==> src/rtl/oe_config_loader.sv <==
// Loads one 3-bit output-enable mux select per macrocell through a valid/ready beat stream
// into a shadow register, then commits the whole set atomically to the active select bus.
module oe_config_loader #(
    parameter int NUM_MC = 16  // legal range 2..64
) (
    input  logic                clk,
    input  logic                rst_n,
    input  logic                cfg_start,
    input  logic                cfg_valid,
    input  logic [0:2]          cfg_data,
    output logic                cfg_ready,
    output logic                cfg_busy,
    output logic                cfg_done,
    output logic                cfg_loaded,
    output logic [0:3*NUM_MC-1] oe_mux_bus
);

    localparam int               CNT_W = $clog2(NUM_MC);
    localparam logic [CNT_W-1:0] LAST  = CNT_W'(NUM_MC - 1);

    typedef enum logic [1:0] {
        IDLE   = 2'd0,
        LOAD   = 2'd1,
        COMMIT = 2'd2
    } state_t;

    state_t              state;
    state_t              state_nxt;
    logic [CNT_W-1:0]    cnt;
    logic [0:3*NUM_MC-1] shadow;
    logic                beat;
    logic                restart;

    // A start in LOAD takes priority over a same-cycle beat, which is dropped.
    always_comb begin
        state_nxt = state;
        cfg_ready = 1'b0;
        beat      = 1'b0;
        restart   = 1'b0;
        case (state)
            IDLE: begin
                if (cfg_start) begin
                    state_nxt = LOAD;
                    restart   = 1'b1;
                end
            end
            LOAD: begin
                cfg_ready = 1'b1;
                restart   = cfg_start;
                beat      = cfg_valid & ~cfg_start;
                if (beat && (cnt == LAST)) begin
                    state_nxt = COMMIT;
                end
            end
            COMMIT: begin
                state_nxt = IDLE;
            end
            default: begin
                state_nxt = IDLE;
            end
        endcase
    end

    assign cfg_busy = (state != IDLE);

    always_ff @(posedge clk or negedge rst_n) begin
        if (!rst_n) begin
            state <= IDLE;
        end else begin
            state <= state_nxt;
        end
    end

    // The counter saturates at the last field; only a restart brings it back to zero.
    always_ff @(posedge clk or negedge rst_n) begin
        if (!rst_n) begin
            cnt    <= '0;
            shadow <= '0;
        end else if (restart) begin
            cnt <= '0;
        end else if (beat) begin
            for (int i = 0; i < NUM_MC; i++) begin
                if (cnt == CNT_W'(i)) begin
                    shadow[3*i +: 3] <= cfg_data;
                end
            end
            if (cnt != LAST) begin
                cnt <= cnt + CNT_W'(1);
            end
        end
    end

    // The active bus moves only on the commit edge, so partial loads never reach it.
    always_ff @(posedge clk or negedge rst_n) begin
        if (!rst_n) begin
            oe_mux_bus <= '0;
            cfg_done   <= 1'b0;
            cfg_loaded <= 1'b0;
        end else begin
            cfg_done <= (state == COMMIT);
            if (state == COMMIT) begin
                oe_mux_bus <= shadow;
                cfg_loaded <= 1'b1;
            end
        end
    end

endmodule

==> config.mk <==
export PLATFORM = sky130hd
export DESIGN_NAME = oe_config_loader
export DESIGN_NICKNAME = d
export VERILOG_FILES = /design/src/rtl/oe_config_loader.sv
export SDC_FILE = /design/constraint.sdc
export NUM_CORES = 1
export LEC_CHECK = 0
export CELL_PAD_IN_SITES_DETAIL_PLACEMENT = 0
export CELL_PAD_IN_SITES_GLOBAL_PLACEMENT = 1
export CORE_UTILIZATION = 30
export CTS_CLUSTER_SIZE = 25
export DETAILED_ROUTE_END_ITERATION = 8
export GPL_TIMING_DRIVEN = 1
export PLACE_DENSITY_LB_ADDON = 0.05
export RECOVER_POWER = 100
export SETUP_SLACK_MARGIN = 0.4
export SYNTH_ARGS = -nofsm -noshare
export SYNTH_HDL_FRONTEND = slang
export SYNTH_SLANG_ARGS = --single-unit
==> constraint.sdc <==
create_clock -name clk -period 2.29 [get_ports clk]
set_input_delay 0.458 -clock clk [delete_from_list [all_inputs] [get_ports clk]]
set_output_delay 0.458 -clock clk [all_outputs]
set_load 0.005 [all_outputs]
Word level (Yosys, flattened, before mapping)
Index checks and enable logic that the tools add are counted.
Storage, ports and cells
  output and inout port bits: 52
  bits of input ports: 7
  register bits after elaboration: 104
  logic and storage cells: 79
Cells by class
  bitwise logic cells: 3
  equality and inequality tests: 20
  multiplexer cells: 10
  $add $sub $neg: 1
  reductions and logical operators: 24
Operator list (number)
  3-bit AND reduction: 16
  4-bit == test (second input constant): 8
  4-bit by 3-bit == test with 1-bit output (second input constant): 4
  4-bit two-way mux: 3
  4-bit by 2-bit == test with 1-bit output (second input constant): 2
  2-bit nonzero test: 3
  4-bit by 1-bit adder with 4-bit output (second input constant): 1
  4-bit by 1-bit == test with 1-bit output (second input constant): 1
  4-bit logical NOT: 1
  2-bit two-way mux: 2
  2-bit inequality test (second input constant): 2
  4-bit inequality test (second input constant): 1
  2-bit one-hot mux with 2 select lines: 1
  2-bit AND reduction: 2
  1-bit two-way mux: 3
  2-bit by 1-bit == test with 1-bit output (second input constant): 1
  2-bit == test (second input constant): 1
  2-bit logical NOT: 1
  1-bit inverter: 2
  1-bit one-hot mux with 2 select lines: 1
  1-bit bitwise AND: 1
  1-bit logical AND: 1

Logic depth before layout (Yosys ltp)
  depth in word-level cells: 5
  depth in mapped cells: 7
  gate-level depth less buffers: 5

Least setup slack after synthesis
Ideal clock, no wire load.
  kind: reg-to-reg
  from: reg cnt[0]
  to: reg shadow[36] (netlist name)
  buffers on the path: 0
  data arrival time: 1.444 ns
  stages on the path, launching flop included: 6
  data required time: 2.165 ns
  setup time: 0.125 ns
  setup slack: 0.721 ns
  clock period less this slack: 1.569 ns
  path through: dfrtp_1 -> inv_1 -> ha_1 -> nand3_1 -> nor2_1 -> mux2_2
On the way
  word-level cells in the longest chain between the ends: 2
Ends and longest elaborated chain
  start, declared: line 29  | logic [CNT_W-1:0] cnt;
  start signal, assigned: line 88  | cnt <= cnt + CNT_W'(1);
  4-bit == test: line 83  | if (cnt == CNT_W'(i)) begin
  3-bit AND reduction (no source line)
  end signal, assigned by index: line 84  | shadow[3*i +: 3] <= cfg_data;
  end, declared: line 30  | logic [0:3*NUM_MC-1] shadow;
No other way between the ends.
A chain may end at the register's enable or synchronous reset.

Worst setup path after layout
  from: in cfg_valid
  to: reg shadow[24] (netlist name)
On the way
  word-level cells in the longest chain between the ends: 3
Ends and longest elaborated chain
  start, declared: line 9  | input logic cfg_valid,
  1-bit bitwise AND: line 50  | beat = cfg_valid & ~cfg_start;
  1-bit two-way mux: line 40  | case (state)
  3-bit AND reduction (no source line)
No other way between the ends.

==> key figures <==
Run status
  • Outcome: finished clean

Critical path
  • Critical path endpoint category: flop
  • CP Launch Type: input pin
  • Critical Path RT: 2.52 ns
  • CP arrival: 2.24 ns
  • Register-to-Register Path Depth: 5
  • CP max FO: 14
  • Worst reg2reg path startpoint: state[1]$_DFFE_PN0P_
  • Register-to-register path setup slack: 0.35 ns
  • Crit Path Category: in -> reg
  • R2R Path End: shadow[24]$_DFFE_PN0P_

STA
  • Final count of pins violating max slew: 0
  • Slew margin rel.: 19.0%
  • Worst Skew: 0.00715 ns
  • Setup TNS: 0 ns
  • Max Clock Freq: 496 MHz
  • Period minus WS final: 2.02 ns
  • Worst-Margin Slew: 1.22 ns
  • Minimum hold slack: 0.355 ns
  • Number of hold violations in the final report: 0
  • Fin crit share: 88.1%
  • # setup viols final: 0
  • RSZ-0062 raised after global routing: no

Logic synthesis
  • Register area share after synthesis: 61.0%
  • Area share of the leading cell type in the synthesized netlist: 61.0%
  • Netlist Area Pre-Place: 4260 sq um
  • Top-count cell post-synth: nand2_1
  • Post-Syn Instances: 370
  • Post-synthesis register bit count: 104
  • Synth area leaders: dfrtp_1, nand2_1, mux2_2
  • Post-synthesis net count: 381
  • Share of flip-flops with an asynchronous set or reset: 100%
  • Unique masters post-synth: 31
  • Synth cell count leaders: nand2_1, dfrtp_1, mux2_2
  • Most area-hungry cell type in the Yosys netlist: dfrtp_1
  • EDFF count, synth: 0
  • Ys flop type: dfrtp_1
  • Warnings, synthesis: 0
  • Mapped Avg Cell Area: 11.5 sq um

Clock network
  • CTS tree: done
  • Num CTS Buffers: 9
  • Clock buffer depth: 2
  • H-tree depth: 3
  • Clk sink count: 104
  • Cts hold-fix bufs: 0
  • Clk root buf: clkbuf_16
  • Reg clk slew, reported paths: 0.07 ns
  • Worst-Skew Late Latency: 0.35 ns

Route
  • First-iteration detailed-routing DRC count: 110
  • Remaining DRCs: 0
  • Routed Antenna Nets: 0
  • Vias per cell: 4.43
  • DR vias: 2763
  • First drt pass iteration count: 4
  • WL per Instance: 14.9 um
  • Overall routed net length: 9300 um

Die
  • Core area: 13900 sq um
  • Die Height: 121 um
  • Die W: 121 um
  • Die area: 14700 sq um
  • Placement row count: 43
  • Boundary Pins: 59
  • Initial Utilization: 30.7%

Finish
  • Final Util: 38.6%
  • Share of layout cells above drive strength 1: 17.4%
  • Ant diodes: 0
  • Final nets: 449
  • Synth-to-Final Area Change: 25.5%

Pwr
  • Clock network power share: 44.1%
  • Power Total: 3.70 mW
  • Switching power: 780 uW
  • Sequential power share: 51.6%
  • Worst IR Drop VDD: 324 uV
  • Pint: 2.92 mW
  • Comb pwr share: 4.3%
  • LEAKAGE: 2.86 nW
  • Switching share of power: 21.1%
  • Power Dens Cells: 691 nW/um^2

Run
  • Max-cap violation count: 0

Global route
  • Pin count of the biggest net entering global routing: 48
  • Global-route usage over all layers: 14.2%
  • Vias in the first global route: 2924
  • Initial antenna violation count: 0
  • Routing usage on met1: 19.4%
  • Met2 usage: 21.3%
  • Gr ovfl total: 0
  • Gr busiest metal: met2
  • First-pass GRT wire length: 15500 um
  • GR Util met3: 2.63%

Placement
  • Port buffer count: 58
  • GPL Wtd Cong: 0.703
  • Final HPWL DP: 6160 um

Hold path
  • Worst min path class: in -> async
[worst max-delay path, stage by stage]
cell and delay, ns:
clkdlybuf4s50_1 0.51, nor4bb_1 0.50, buf_12 0.21, nand3_1 0.19
mux2_1 0.36
[stage by stage]
step | worst slack [ns] | instance area (sq um) | instances
floorplan | 0.721 | 4260 | 370
global placement | 0.0903 | 5120 | 603
detailed placement | 0.0392 | 5120 | 603
CTS | 0.420 | 5450 | 621
global route | 0.212 | 5350 | 623
finish | 0.272 | 5350 | 623
[sequential cells by signal, summed over array words and instances (netlist names)]
name        flops
oe_mux_bus     48
state           2
shadow         48
cfg_loaded      1
cfg_done        1
cnt             4
[cell families after synthesis]
| group | count (synthesis) | share of synthesized area [%] |
|---|---|---|
| AOI/OAI and AO/OA | 9 | 1.29 |
| adders and majority gates | 4 | 1.17 |
| buffers and inverters | 24 | 2.85 |
| DFF | 104 | 61.0 |
| muxes | 48 | 14.3 |
| and+or+nand+nor | 181 | 19.4 |
[per-layer routing]
layer	vias to the layer above	wire length [um]
li1	1336	-
met1	1373	4590
met2	41	4220
met3	13	271
met4	0	211
met5	-	0
[layout by cell type (no fill, tap or decap), drive strengths merged]
cell,count
dfrtp,104
clkdlybuf4s50,5
inv,4
clkinv,1
ha,4
clkbuf,22
dlygate4sd2,2
buf,12
nor3,1
a311oi,1
a2111oi,1
nor2b,1
or2,1
nor2,6
o21a,1
bufinv,1
nor4bb,1
nand2b,2
nand3,18
o21ai,2
and2b,3
nand2,144
and3,2
dlygate4sd3,50
mux2,48
nand4,1
nand4bb,1
a21oi,4
[repair_timing]
item / in CTS / in global routing
gates cloned: 0 / 0
resized for setup: 4 / 2
setup endpoints to repair: 2 / 7
pin swaps: 0 / 1
buffers inserted: 2 / 2
[worst max path at each step]
stage | slack [ns] | startpoint | endpoint
4_1_cts | 0.42 | cfg_valid | shadow[15]$_DFFE_PN0P_
5_1_grt | 0.21 | cnt[0]$_DFFE_PN0P_ | shadow[46]$_DFFE_PN0P_
6_report | 0.27 | cfg_valid | shadow[24]$_DFFE_PN0P_
2_1_floorplan | 0.72 | cnt[0]$_DFFE_PN0P_ | shadow[36]$_DFFE_PN0P_
3_3_place_gp | 0.09 | cfg_start | shadow[17]$_DFFE_PN0P_
3_5_place_dp | 0.04 | cfg_valid | shadow[15]$_DFFE_PN0P_
[power by group through the flow]
stage	Combinational, mW	Clock, mW	Sequential (mW)
finish	0.158	1.63	1.91
global route	0.176	1.76	1.91
CTS	0.184	1.70	1.91
detailed placement	0.183	0	1.94
global placement	0.181	0	1.94
floorplan	0.0954	0	1.93
[final cells by class]
type                       instances  area (sq um)
fill                            1413          8530
inverter                           4          15.0
multi-input combinational        242          1460
clock inverter                     2          35.0
clock buffer                      14           284
timing repair buffer              77           731
sequential                       104          2610
tap                              180           225
No activity file was read; power rests on OpenSTA's default activity.
